File: src/rtl/decode_ctrl_cmp_pkg.sv
// rtl/decode_ctrl_cmp_pkg.sv - shared field ranges, opcode/funct codes and instruction indices
// Class masks are spans over the index order below, so reorder with care.
package decode_ctrl_cmp_pkg;

   localparam int NUM_INSTR = 53;

   localparam int OP_HI = 31, OP_LO = 26;
   localparam int RS_HI = 25, RS_LO = 21;
   localparam int RT_HI = 20, RT_LO = 16;
   localparam int FN_HI = 5,  FN_LO = 0;

   localparam logic [5:0] OP_SPECIAL = 6'h00, OP_REGIMM = 6'h01, OP_J    = 6'h02, OP_JAL   = 6'h03;
   localparam logic [5:0] OP_BEQ     = 6'h04, OP_BNE    = 6'h05, OP_BLEZ = 6'h06, OP_BGTZ  = 6'h07;
   localparam logic [5:0] OP_ADDI    = 6'h08, OP_ADDIU  = 6'h09, OP_SLTI = 6'h0a, OP_SLTIU = 6'h0b;
   localparam logic [5:0] OP_ANDI    = 6'h0c, OP_ORI    = 6'h0d, OP_XORI = 6'h0e, OP_LUI   = 6'h0f;
   localparam logic [5:0] OP_COP0    = 6'h10;
   localparam logic [5:0] OP_LB = 6'h20, OP_LH = 6'h21, OP_LW = 6'h23, OP_LBU = 6'h24, OP_LHU = 6'h25;
   localparam logic [5:0] OP_SB = 6'h28, OP_SH = 6'h29, OP_SW = 6'h2b;

   localparam logic [5:0] F_SLL  = 6'h00, F_SRL  = 6'h02, F_SRA  = 6'h03, F_SLLV = 6'h04;
   localparam logic [5:0] F_SRLV = 6'h06, F_SRAV = 6'h07, F_JR   = 6'h08, F_JALR = 6'h09;
   localparam logic [5:0] F_MFHI = 6'h10, F_MTHI = 6'h11, F_MFLO = 6'h12, F_MTLO = 6'h13;
   localparam logic [5:0] F_MULT = 6'h18, F_MULTU = 6'h19, F_DIV = 6'h1a, F_DIVU = 6'h1b;
   localparam logic [5:0] F_ADD  = 6'h20, F_ADDU = 6'h21, F_SUB  = 6'h22, F_SUBU = 6'h23;
   localparam logic [5:0] F_AND  = 6'h24, F_OR   = 6'h25, F_XOR  = 6'h26, F_NOR  = 6'h27;
   localparam logic [5:0] F_SLT  = 6'h2a, F_SLTU = 6'h2b, F_ERET = 6'h18;

   localparam logic [4:0] RT_BLTZ = 5'h00, RT_BGEZ = 5'h01;
   localparam logic [4:0] RS_MFC0 = 5'h00, RS_MTC0 = 5'h04, RS_CO = 5'h10;

   typedef enum logic [1:0] {RD_NONE = 2'b00, RD_RT = 2'b01, RD_RD = 2'b10, RD_R31 = 2'b11} reg_dst_t;

   localparam int I_ADD = 0, I_ADDU = 1, I_SUB = 2, I_SUBU = 3, I_AND = 4, I_OR = 5, I_XOR = 6;
   localparam int I_NOR = 7, I_SLT = 8, I_SLTU = 9, I_SLL = 10, I_SRL = 11, I_SRA = 12;
   localparam int I_SLLV = 13, I_SRLV = 14, I_SRAV = 15, I_MFHI = 16, I_MFLO = 17, I_JALR = 18;
   localparam int I_MULT = 19, I_MULTU = 20, I_DIV = 21, I_DIVU = 22, I_MTHI = 23, I_MTLO = 24;
   localparam int I_JR = 25, I_ADDI = 26, I_ADDIU = 27, I_SLTI = 28, I_SLTIU = 29, I_ANDI = 30;
   localparam int I_ORI = 31, I_XORI = 32, I_LUI = 33, I_LB = 34, I_LBU = 35, I_LH = 36, I_LHU = 37;
   localparam int I_LW = 38, I_SB = 39, I_SH = 40, I_SW = 41, I_BEQ = 42, I_BNE = 43, I_BLEZ = 44;
   localparam int I_BGTZ = 45, I_BLTZ = 46, I_BGEZ = 47, I_J = 48, I_JAL = 49, I_MFC0 = 50;
   localparam int I_MTC0 = 51, I_ERET = 52;

   function automatic logic [NUM_INSTR-1:0] span(input int lo, input int hi);
      logic [NUM_INSTR-1:0] m;
      m = '0;
      for (int i = lo; i <= hi; i++) m[i] = 1'b1;
      return m;
   endfunction

   localparam logic [NUM_INSTR-1:0] M_RD_RD  = span(I_ADD, I_JALR);
   localparam logic [NUM_INSTR-1:0] M_RD_RT  = span(I_ADDI, I_LW) | span(I_MFC0, I_MFC0);
   localparam logic [NUM_INSTR-1:0] M_EXT    = span(I_ADDI, I_SLTIU) | span(I_LB, I_BGEZ);
   localparam logic [NUM_INSTR-1:0] M_BRANCH = span(I_BEQ, I_BGEZ);

endpackage

File: src/rtl/decode_ctrl_cmp_cmp.sv
// rtl/decode_ctrl_cmp_cmp.sv - branch condition comparator (module branch_cmp)
module branch_cmp
   import decode_ctrl_cmp_pkg::*;
#(
   parameter int DW = 32
) (
   input  logic [NUM_INSTR-1:0] ibus,
   input  logic [DW-1:0]        a,
   input  logic [DW-1:0]        b,
   output logic                 cmp_true
);

   logic a_zero;
   logic a_neg;
   logic unused_ibus;

   assign a_zero      = (a == '0);
   assign a_neg       = a[DW-1];
   assign unused_ibus = ^ibus;

   always_comb begin
      cmp_true = (ibus[I_BEQ]  & (a == b))
               | (ibus[I_BNE]  & (a != b))
               | (ibus[I_BLEZ] & (a_neg | a_zero))
               | (ibus[I_BGTZ] & ~a_neg & ~a_zero)
               | (ibus[I_BLTZ] & a_neg)
               | (ibus[I_BGEZ] & ~a_neg);
   end

endmodule

File: src/rtl/decode_ctrl_cmp.sv
// rtl/decode_ctrl_cmp.sv - D-stage decoder, branch compare and E-stage bubble register
// Define DECODE_CP0_EN to decode mfc0, mtc0 and eret.
module decode_ctrl_cmp
   import decode_ctrl_cmp_pkg::*;
#(
   parameter int DW = 32
) (
   input  logic                 clk,
   input  logic                 reset,
   input  logic [31:0]          instr,
   input  logic [DW-1:0]        a,
   input  logic [DW-1:0]        b,
   input  logic                 stall,
   input  logic                 flush,
   output logic [NUM_INSTR-1:0] ibus,
   output logic                 ext_op,
   output logic [1:0]           reg_dst,
   output logic                 is_branch,
   output logic                 imm_jump,
   output logic                 reg_jump,
   output logic                 e_jump,
   output logic                 ins_match,
   output logic                 cmp_true,
   output logic                 branch_taken,
   output logic [NUM_INSTR-1:0] e_ibus,
   output logic [1:0]           e_reg_dst,
   output logic                 e_ins_match
);

   localparam logic [NUM_INSTR-1:0] ONE = {{(NUM_INSTR-1){1'b0}}, 1'b1};

   logic [5:0] op, fn;
   logic [4:0] rt;
   logic       hit;
   int         idx;
   logic       unused_bits;

   assign op = instr[OP_HI:OP_LO];
   assign fn = instr[FN_HI:FN_LO];
   assign rt = instr[RT_HI:RT_LO];

   always_comb begin
      hit = 1'b1;
      idx = 0;
      case (op)
         OP_SPECIAL: case (fn)
            F_ADD:  idx = I_ADD;   F_ADDU:  idx = I_ADDU;  F_SUB:  idx = I_SUB;  F_SUBU: idx = I_SUBU;
            F_AND:  idx = I_AND;   F_OR:    idx = I_OR;    F_XOR:  idx = I_XOR;  F_NOR:  idx = I_NOR;
            F_SLT:  idx = I_SLT;   F_SLTU:  idx = I_SLTU;  F_SLL:  idx = I_SLL;  F_SRL:  idx = I_SRL;
            F_SRA:  idx = I_SRA;   F_SLLV:  idx = I_SLLV;  F_SRLV: idx = I_SRLV; F_SRAV: idx = I_SRAV;
            F_MFHI: idx = I_MFHI;  F_MFLO:  idx = I_MFLO;  F_JALR: idx = I_JALR; F_MULT: idx = I_MULT;
            F_MULTU: idx = I_MULTU; F_DIV:  idx = I_DIV;   F_DIVU: idx = I_DIVU; F_MTHI: idx = I_MTHI;
            F_MTLO: idx = I_MTLO;  F_JR:    idx = I_JR;
            default: hit = 1'b0;
         endcase
         OP_REGIMM: case (rt)
            RT_BLTZ: idx = I_BLTZ;
            RT_BGEZ: idx = I_BGEZ;
            default: hit = 1'b0;
         endcase
         OP_ADDI:  idx = I_ADDI;  OP_ADDIU: idx = I_ADDIU; OP_SLTI: idx = I_SLTI; OP_SLTIU: idx = I_SLTIU;
         OP_ANDI:  idx = I_ANDI;  OP_ORI:   idx = I_ORI;   OP_XORI: idx = I_XORI; OP_LUI:   idx = I_LUI;
         OP_LB:    idx = I_LB;    OP_LBU:   idx = I_LBU;   OP_LH:   idx = I_LH;   OP_LHU:   idx = I_LHU;
         OP_LW:    idx = I_LW;    OP_SB:    idx = I_SB;    OP_SH:   idx = I_SH;   OP_SW:    idx = I_SW;
         OP_BEQ:   idx = I_BEQ;   OP_BNE:   idx = I_BNE;   OP_BLEZ: idx = I_BLEZ; OP_BGTZ:  idx = I_BGTZ;
         OP_J:     idx = I_J;     OP_JAL:   idx = I_JAL;
`ifdef DECODE_CP0_EN
         OP_COP0: begin
            if (instr[RS_HI:RS_LO] == RS_MFC0)                     idx = I_MFC0;
            else if (instr[RS_HI:RS_LO] == RS_MTC0)                idx = I_MTC0;
            else if (instr[RS_HI:RS_LO] == RS_CO && fn == F_ERET)  idx = I_ERET;
            else                                                   hit = 1'b0;
         end
`endif
         default: hit = 1'b0;
      endcase
   end

`ifdef DECODE_CP0_EN
   assign unused_bits = ^instr[15:6];
   assign e_jump      = ibus[I_ERET];
`else
   assign unused_bits = ^{instr[RS_HI:RS_LO], instr[15:6]};
   assign e_jump      = 1'b0;
`endif

   assign ibus      = hit ? (ONE << idx) : '0;
   assign ins_match = |ibus;
   assign ext_op    = |(ibus & M_EXT);
   assign is_branch = |(ibus & M_BRANCH);
   assign imm_jump  = ibus[I_J] | ibus[I_JAL];
   assign reg_jump  = ibus[I_JR] | ibus[I_JALR];

   always_comb begin
      reg_dst = RD_NONE;
      if (|(ibus & M_RD_RD))      reg_dst = RD_RD;
      else if (|(ibus & M_RD_RT)) reg_dst = RD_RT;
      else if (ibus[I_JAL])       reg_dst = RD_R31;
   end

   branch_cmp #(.DW(DW)) u_cmp (
      .ibus     (ibus),
      .a        (a),
      .b        (b),
      .cmp_true (cmp_true)
   );

   assign branch_taken = cmp_true & is_branch;

   // stall and flush both insert a bubble into E
   always_ff @(posedge clk or negedge reset) begin
      if (!reset) begin
         e_ibus      <= '0;
         e_reg_dst   <= RD_NONE;
         e_ins_match <= 1'b0;
      end else if (flush || stall) begin
         e_ibus      <= '0;
         e_reg_dst   <= RD_NONE;
         e_ins_match <= 1'b0;
      end else begin
         e_ibus      <= ibus;
         e_reg_dst   <= reg_dst;
         e_ins_match <= ins_match;
      end
   end

endmodule

File: config.mk
export PLATFORM = sky130hd
export DESIGN_NAME = decode_ctrl_cmp
export DESIGN_NICKNAME = d
export VERILOG_FILES = /design/src/rtl/decode_ctrl_cmp_pkg.sv /design/src/rtl/decode_ctrl_cmp_cmp.sv /design/src/rtl/decode_ctrl_cmp.sv
export SDC_FILE = /design/constraint.sdc
export NUM_CORES = 1
export LEC_CHECK = 0
export CAP_MARGIN = 20
export CORE_MARGIN = 10
export CORE_UTILIZATION = 38
export CTS_CLUSTER_DIAMETER = 150
export CTS_CLUSTER_SIZE = 24
export DETAILED_ROUTE_END_ITERATION = 8
export PLACE_DENSITY = 0.81
export SLEW_MARGIN = 25
export SYNTH_ARGS = -nofsm -noshare
export SYNTH_HDL_FRONTEND = slang
export SYNTH_SLANG_ARGS = --single-unit
File: constraint.sdc
create_clock -name clk -period 5.4 [get_ports clk]
set_input_delay 1.62 -clock clk [delete_from_list [all_inputs] [get_ports clk]]
set_output_delay 1.62 -clock clk [all_outputs]
set_load 0.05 [all_outputs]
==> reports/metrics.cfg, run 1 <==
[pwr]
ir_drop_mv = 0.154
pwr_density_cell_nw_per_um2 = 138
p_leak_nw = 3.26

[clock_tree]
cts-root-buf = clkbuf_8
path_clk_slew_ps = 90
cts_tree = done
clock_sinks = 56
hold_buffers = 0
cts_max_level = 2
cts_buffers = 5
clock_path_buffers = 2

[worst_setup_path]
crit_top_cell = buf_4
end_kind = primary output
cp.buffers_inverters = 4
critPathKind = input pin to primary output
slowest_delay_ps = 540
startpoint = instr[30]
crit_required_ps = 3780
arrival_ps = 3800
crit_family = simple AND/OR/NAND/NOR gates
start_kind = input pin
crit_end = ibus[2]
cp_cell_sequence = buf_2 > buf_4 > or4_4 > nor2_4 > o211a_1 > nor3_4 > buf_4 > nand3b_1 > nor2_1 > buf_6
path_depth = 10
slowest_stage = or4_4
crit_fanout = 8

[final_layout]
regArea_um2 = 1400
final_layout_size_suffix_gt1_share_pct = 38.8
syn_to_final_growth_pct = 106
fin_nets = 825
utilization_pct = 80.4
diodes = 0
fill_cells = 545
multi_input_area_um2 = 2370

[synthesis]
synth_common_cells = nor2_1, dfrtp_1, xor2_1
synth_area_per_cell_um2 = 8.38
netlist.top_cell.by_area = dfrtp_1
synth_top_area_share_pct = 38.8
synthTopCellsByArea = dfrtp_1, nor2_1, xor2_1, nor4_1, nand2_1
ys_seq_area_share_pct = 38.8
ys_seq_elements = 56
syn_area_um2 = 3610
yosysMostFrequentCell = nor2_1
yosysWarnings = 0
synth_flop_cell = dfrtp_1
syn_inst = 431
synth_edf_count = 0
synthArstFlopShare_pct = 100
synth.distinct_cells = 59

[routing]
route.detailed.drc = 0
vias_per_cell = 5.25
dr.pass1.iters = 5
finalWirelength_mm = 17.3
first_iter_violations = 352
vias = 4486
wl_per_cell_um = 20.2
drtAntennaViolNets = 0

[sta]
setup_ws_ps = -19.5
timing.fmax_ghz = 0.185
slew_headroom_pct = 55.0
hold_viol = 0
setup_viol = 1
setup_tns_ps = -19.5
finalCritPeriodShare_pct = 100
slew_viol_final = 0
min_period_ps = 5420
worst_slew_pin_slew_ps = 675

[global_route]
antenna_found_initial = 0
grt_pass1_vias = 4630
gr-usage-all-layers_pct = 22.5
grt-ovfl-total = 0
grt_max_degree = 57
grt_first_pass_wirelength_mm = 25.7

[min_path]
hold_path.class = input pin to async pin

[place]
portBuffers = 199
gp_congestion = 0.916
dpl.hpwl_mm = 13.5

[outcome]
violations = negative setup slack
run_status = complete, but fails checks

[die]
row_count = 35
start_util_pct = 39.1
die_w_um = 117
coreArea_um2 = 9240
io_pins = 219
die_y_um = 117
die_area_um2 = 13800

[job]
drv_cap = 0

==> report_power, final <==
group	internal (W)	leakage (nW)	total (W)	switching, W
clock	0.0000925	0.0414	0.000220	0.000128
combinational	0.000177	2.45	0.000383	0.000207
sequential	0.000422	0.774	0.000423	0.000000829
total	0.000691	3.26	0.00103	0.000335
==> sequential cells by signal (all words and copies together) (netlist names) <==
signal	cells
e_ibus	53
e_ins_match	1
e_reg_dst	2
==> area by class of cell <==
type                    count  area share, %
repair buffers            316           45.2
multi-input cells         333           31.9
flip-flops and latches     56           18.9
well taps                 129           2.17
clock buffers               6          0.977
inverters                  13          0.657
clock inverters             2          0.219
==> through the flow <==
stage / cell area (µm²) / instances / hold slack (ps) / setup WS, ps / total power, W
CTS: 7260 / 852 / 1450 / 3.98 / 0.00101
finish: 7430 / 855 / 1440 / -19.5 / 0.00103
detailed placement: 6880 / 838 / 1780 / -520 / 0.000777
floorplan: 3730 / 437 / 1320 / -280 / 0.000585
global route: 7430 / 855 / 1490 / -75.8 / 0.00107
global placement: 6880 / 838 / 1770 / -476 / 0.000768
==> timing repair <==
| action | 4_1_cts | 5_1_grt |
|---|---|---|
| endpoints found under the setup margin | 32 | 29 |
| gates cloned | 1 | 0 |
| buffers inserted | 5 | 4 |
| gates resized for setup | 106 | 61 |
| hold endpoints to repair | 0 | 0 |
| pin swaps | 22 | 27 |
==> cell families (layout without fill, tap and decap cells) <==
family / Yosys count / in the layout / synth area share (%)
buf+inv: 48 / 337 / 6.65
compound gates: 59 / 59 / 12.1
mux: 1 / 1 / 0.277
other cells: 1 / 7 / 0.104
simple gates: 233 / 233 / 34.1
flops: 56 / 56 / 38.8
xor+xnor: 33 / 33 / 8.00
==> how the worst min path moves through the flow <==
stage / start / end / slack, ps / cells after the start
2_1_floorplan: reset / e_ibus[0] / 1320 / 0
3_3_place_gp: reset / e_ibus[13] / 1770 / 2
3_5_place_dp: reset / e_ibus[4] / 1780 / 2
4_1_cts: reset / e_ibus[6] / 1450 / 2
5_1_grt: reset / e_ibus[14] / 1490 / 2
6_report: reset / e_ibus[13] / 1440 / 2
==> cells in the final DEF, fill, tap and decap left out, types with 5 or more instances in the layout <==
master,Yosys,final
dlymetal6s2s_1,0,12
nor3_2,9,8
clkdlybuf4s50_1,0,111
conb_1,1,7
nor2_1,92,67
nand2b_1,6,5
nor3_1,20,17
xor2_1,32,32
nor2_4,0,11
buf_2,15,8
clkbuf_8,0,5
inv_1,13,13
buf_4,5,107
buf_6,3,21
o21ai_0,11,6
nand2_1,27,23
nor2_2,0,14
dfrtp_1,56,56
o211ai_1,5,5
nor4_1,18,13
buf_12,0,42
a21oi_1,10,8
nand4_1,6,6
nand2_2,1,5
nor2b_1,7,5
nand3_1,13,11
==> routing by layer <==
metal	track usage (%)	up-vias	part of all wire, %
li1	-	2074	-
met1	25.5	2166	37
met2	42.4	211	55
met3	3.07	35	5.7
met4	6.80	0	3.0
met5	0	-	0
(Power assumes the default switching activity.)
==> run 2: changes to the inputs <==
- CELL_PAD_IN_SITES_DETAIL_PLACEMENT: not set -> 2
- CELL_PAD_IN_SITES_GLOBAL_PLACEMENT: not set -> 2
- CORE_MARGIN: 10 -> 1
- CORE_UTILIZATION: 38 -> 20
==> run 2 against run 1 <==
Against the previous run: the run still ends with negative setup slack left; design area rose by 7.4%; sequential power barely moved; wire length rose by 33%; die area rose by 35%; combinational power rose by 13%; critical path depth rose by 1; setup slack got worse by 72 ps; global-route usage rose by 0.26 points; critical endpoint is now ibus[13]; largest power group is now combinational cells.
==> reports/metrics.cfg, run 2 (synthesis results as in run 1) <==
[outcome]
run_status = complete, but fails checks  ; unchanged
violations = negative setup slack  ; unchanged

[final_layout]
final_common_cell = buf_4  ; was clkdlybuf4s50_1
largest-register = e_ibus  ; unchanged
final_layout_size_suffix_gt1_share_pct = 43.5  ; was 38.8%
utilization_pct = 45.7  ; was 80.4%
fill_cells = 1817  ; was 545
multi_input_area_um2 = 2470  ; was 2370 µm²
regArea_um2 = 1400  ; unchanged
layout_common_cells = buf_4, clkdlybuf4s50_1, nor2_1  ; was clkdlybuf4s50_1, buf_4, nor2_1
largest_reg_flops = 53  ; unchanged
final_area_um2 = 7980  ; was 7430 µm²
syn_to_final_growth_pct = 121  ; was 106%
fin_nets = 851  ; was 825
reg.largest.list = e_ibus: 53 flops, e_reg_dst: 2 flops, e_ins_match: 1 flops  ; unchanged

[place]
gp_congestion = 0.856  ; was 0.916
pre_cts_slack_ps = -627  ; was -520 ps
dpl.hpwl_mm = 15.3  ; was 13.5 mm
placed_cell_area_um2 = 7030  ; was 6880 µm²
portBuffers = 199  ; unchanged

[worst_setup_path]
crit_fanout = 6  ; was 8
start_kind = input pin  ; unchanged
crit_required_ps = 3780  ; about the same
arrival_ps = 3870  ; was 3800 ps
end_kind = primary output  ; unchanged
critPathKind = input pin to primary output  ; unchanged
startpoint = instr[26]  ; was instr[30]

[sta]
slew_headroom_pct = 45.1  ; was 55.0%
worst_slew_pin_slew_ps = 820  ; was 675 ps
slew_viol_final = 0  ; unchanged
min_period_ps = 5490  ; was 5420 ps
hold_viol = 0  ; unchanged
timing.fmax_ghz = 0.182  ; was 0.185 GHz
setup_viol = 16  ; was 1
finalCritPeriodShare_pct = 102  ; was 100%
rsz0062_at_grt = true
setup_ws_ps = -92.0  ; was -19.5 ps

[routing]
wl_per_cell_um = 23.6  ; was 20.2 µm
dr.pass1.iters = 4  ; was 5
route.detailed.drc = 0  ; unchanged
first_iter_violations = 161  ; was 352
finalWirelength_mm = 23.1  ; was 17.3 mm
vias_per_cell = 4.84  ; was 5.25
drtAntennaViolNets = 0  ; unchanged
vias = 4736  ; was 4,486

[min_path]
hold_path.class = input pin to async pin  ; unchanged

[global_route]
grt_first_pass_wirelength_mm = 31.7  ; was 25.7 mm
grt_max_degree = 57  ; unchanged
grt-ovfl-total = 0  ; unchanged
gr-usage-all-layers_pct = 22.8  ; was 22.5%
antenna_found_initial = 1  ; was 0
grt_pass1_vias = 5167  ; was 4,630

[pwr]
p_leak_nw = 3.39  ; was 3.26 nW
ir_drop_mv = 0.116  ; was 0.154 mV
pwr_density_cell_nw_per_um2 = 157  ; was 138 nW/µm²

[clock_tree]
cts_max_level = 2  ; unchanged
path_clk_slew_ps = 70  ; was 90 ps
clock_path_buffers = 2  ; unchanged
cts_tree = done  ; unchanged
cts_buffers = 5  ; unchanged
hold_buffers = 0  ; unchanged
cts-root-buf = clkbuf_16  ; was clkbuf_8
clock_sinks = 56  ; unchanged

[die]
row_count = 48  ; was 35
start_util_pct = 20.7  ; was 39.1%
coreArea_um2 = 17500  ; was 9240 µm²
die_w_um = 136  ; was 117 µm
die_area_um2 = 18600  ; was 13,800 µm²
io_pins = 219  ; unchanged
die_y_um = 136  ; was 117 µm

[job]
drv_cap = 0  ; unchanged

-- run 2: layer usage --
metal,wire (µm),global-route usage (%),share of wire [%],vias to the layer above
li1,-,-,-,2125
met1,9070,27.3,39,2412
met2,12400,41.3,54,153
met3,832,2.57,3.6,46
met4,784,8.83,3.4,0
met5,0,0,0,-
-- run 2: what timing repair did --
action | CTS | global route
cloned | 1 | 0
pin swaps | 41 | 42
hold endpoints to repair | 0 | 0
gates resized for setup | 150 | 80
setup buffers | 22 | 17
setup endpoints to repair | 33 | 32
-- run 2: area by class of cell --
cell class / instances / area share (%)
timing repair buffer: 342 / 45.0
multi-input combinational: 333 / 31.0
sequential: 56 / 17.6
tap: 225 / 3.53
clock buffer: 6 / 1.74
inverter: 13 / 0.643
clock inverter: 2 / 0.486
antenna: 2 / 0.0627
-- run 2: how the worst max path moves through the flow --
stage                     cells after the start  slack (ps)           end
final                                        11         -90      ibus[13]
after detailed placement                     10        -630       ibus[6]
after floorplan                              10        -280  branch_taken
after global placement                       12        -520      ibus[14]
after CTS                                     8           3      cmp_true
after global routing                         11        -140      ibus[13]
-- run 2: power breakdown --
part	internal (W)	total [W]	switching, W
Combinational	0.000194	0.000433	0.000239
Sequential	0.000422	0.000423	0.00000104
Clock	0.000233	0.000396	0.000163
-- run 2: per-stage QoR --
step,std cells,setup TNS (ps),hold WS [ps],power (W)
3_5_place_dp,933,-16550,1820,0.000795
6_report,979,-667,1470,0.00125
5_1_grt,978,-1690,1520,0.00129
3_3_place_gp,933,-13780,1790,0.000778
4_1_cts,960,0,1490,0.00121
2_1_floorplan,437,-2750,1320,0.000585
-- run 2: critical path, stage by stage --
cell,delay (ps)
buf_2,130
buf_6,140
buf_4,160
and3b_1,180
o211ai_1,250
o311a_4,280
nand2_2,90
or3b_4,400
or2_4,320
nor2_4,140
buf_8,150
==> run 3: changes to the inputs <==
- CORE_MARGIN: 1 -> 5
- SETUP_SLACK_MARGIN: not set -> 0.05
==> run 3 against run 2 <==
Against the previous run: the flow still finishes with violations (negative setup slack); largest cell class unchanged; critical endpoint is now ibus[20]; sequential power is essentially flat; wire length increased by 9.0%; global-route usage down 1.3 points; largest power group unchanged; clock power shrank 6.6%.
==> reports/metrics.cfg, run 3 (synthesis results as in run 1) <==
[clock_tree]
cts_tree = done  ; unchanged
clock_sinks = 56  ; unchanged
cts_max_level = 2  ; unchanged
path_clk_slew_ps = 70  ; about the same
clock_path_buffers = 2  ; unchanged
hold_buffers = 0  ; unchanged
cts-root-buf = clkbuf_16  ; unchanged
cts_buffers = 5  ; unchanged

[outcome]
run_status = complete, but fails checks  ; unchanged
violations = negative setup slack  ; unchanged

[place]
pre_cts_slack_ps = -656  ; was -627 ps
dp.cells = 942  ; was 933
dpl.hpwl_mm = 16.4  ; was 15.3 mm
portBuffers = 199  ; unchanged
gp_congestion = 0.836  ; was 0.856

[sta]
slew_viol_final = 0  ; unchanged
setup_viol = 11  ; was 16
setup_tns_ps = -222  ; was -667 ps
rsz0062_at_grt = true  ; unchanged
hold_viol = 0  ; unchanged
setup_ws_ps = -51.8  ; was -92.0 ps
min_period_ps = 5450  ; was 5490 ps
worst_slew_pin_slew_ps = 798  ; was 820 ps
timing.fmax_ghz = 0.183  ; was 0.182 GHz
finalCritPeriodShare_pct = 101  ; was 102%
slew_headroom_pct = 46.6  ; was 45.1%

[die]
row_count = 49  ; was 48
coreArea_um2 = 17900  ; was 17,500 µm²
die_w_um = 144  ; was 136 µm
die_y_um = 144  ; was 136 µm
die_area_um2 = 20800  ; was 18,600 µm²
start_util_pct = 20.2  ; was 20.7%
io_pins = 219  ; unchanged

[final_layout]
diodes = 0  ; was 2
largest_reg_flops = 53  ; unchanged
final_cells = 994  ; was 979
final_layout_size_suffix_gt1_share_pct = 46.3  ; was 43.5%
final_common_cell = buf_4  ; unchanged
layout_common_cells = buf_4, clkdlybuf4s50_1, nor2_1  ; unchanged
reg.largest.list = e_ibus: 53 flops, e_reg_dst: 2 flops, e_ins_match: 1 flops  ; unchanged
syn_to_final_growth_pct = 128  ; was 121%
largest-register = e_ibus  ; unchanged
fin_nets = 864  ; was 851

[routing]
vias_per_cell = 4.86  ; was 4.84
wl_per_cell_um = 25.3  ; was 23.6 µm
dr.pass1.iters = 4  ; unchanged
first_iter_violations = 189  ; was 161
finalWirelength_mm = 25.2  ; was 23.1 mm
route.detailed.drc = 0  ; unchanged
vias = 4828  ; was 4,736
drtAntennaViolNets = 0  ; unchanged

[job]
drv_cap = 0  ; unchanged

[pwr]
p_leak_nw = 3.51  ; was 3.39 nW
pwr_density_cell_nw_per_um2 = 153  ; was 157 nW/µm²
ir_drop_mv = 0.156  ; was 0.116 mV

[worst_setup_path]
startpoint = instr[30]  ; was instr[26]
start_kind = input pin  ; unchanged
end_kind = primary output  ; unchanged
crit_end = ibus[20]  ; was ibus[13]
arrival_ps = 3830  ; was 3870 ps
critPathKind = input pin to primary output  ; unchanged
crit_fanout = 6  ; unchanged
crit_required_ps = 3780  ; about the same

[global_route]
antenna_found_initial = 0  ; was 1
grt_pass1_vias = 5487  ; was 5,167
grt_max_degree = 57  ; unchanged
grt-ovfl-total = 0  ; unchanged
gr-usage-all-layers_pct = 21.5  ; was 22.8%
grt_first_pass_wirelength_mm = 34.4  ; was 31.7 mm

[min_path]
hold_path.class = input pin to async pin  ; unchanged

[run 3: cell count changes in the layout (fill, tap and decap cells not counted), moves of 3 or more]
cell             before  now
buf_6                20   34
clkdlybuf4s50_1     103   97
dlygate4sd2_1        21   27
nor2_1               68   62
nor2_4               11   17
o21ai_1               2    6
buf_2                 6    9
nand2_4               1    4
nor4_1               10    7
[run 3: power by group]
part / total, W / switching [W] / leakage (nW) / internal [W]
registers: 0.000423 / 0.00000104 / 0.774 / 0.000422
clock network: 0.000370 / 0.000151 / 0.0808 / 0.000219
logic: 0.000464 / 0.000255 / 2.66 / 0.000210
total: 0.00126 / 0.000407 / 3.51 / 0.000850
[run 3: how the worst min path moves through the flow]
| stage | startpoint | to | slack (ps) | cells past startpoint |
|---|---|---|---|---|
| global placement | reset | e_ibus[13] | 1790 | 2 |
| detailed placement | reset | e_ibus[13] | 1800 | 2 |
| global route | reset | e_ibus[13] | 1540 | 2 |
| CTS | reset | e_ibus[13] | 1490 | 2 |
| floorplan | reset | e_ibus[0] | 1320 | 0 |
| finish | reset | e_ibus[4] | 1470 | 2 |
[run 3: critical path: stages]
cell and delay (ps):
buf_8 100, buf_6 110, or4_4 580, buf_8 160, o221a_4 270, buf_6 130
or3_4 440, buf_6 150, nor2_4 130, buf_12 150
[run 3: layout make-up]
| cell class | count | area (µm²) |
|---|---|---|
| Tap cell | 229 | 287 |
| Sequential cell | 56 | 1400 |
| Inverter | 13 | 56.3 |
| Clock buffer | 6 | 129 |
| Clock inverter | 2 | 35.0 |
| Fill cell | 1833 | 9670 |
| Timing Repair Buffer | 355 | 3730 |
| Multi-Input combinational cell | 333 | 2590 |
[run 3: stage by stage]
step | power [W] | util (%) | instance area [µm²] | hold slack (ps)
CTS | 0.00121 | 43.8 | 7840 | 1490
global placement | 0.000787 | 39.6 | 7090 | 1790
global route | 0.00130 | 46.0 | 8240 | 1540
floorplan | 0.000588 | - | 3760 | 1320
detailed placement | 0.000804 | 39.6 | 7090 | 1800
finish | 0.00126 | 46.0 | 8240 | 1470
[run 3: metal layers]
layer / vias up / wire length [µm] / GRT usage (%)
li1: 2144 / - / -
met1: 2434 / 9370 / 24.4
met2: 179 / 13600 / 40.9
met3: 71 / 1070 / 2.98
met4: 0 / 1170 / 7.41
met5: - / 0 / 0
[run 3: what timing repair did]
action                                  4_1_cts  5_1_grt
gates cloned                                  4        1
pin swaps                                    62       35
endpoints found under the setup margin       33       32
buffers inserted                             22       19
gates resized for setup                     201       72
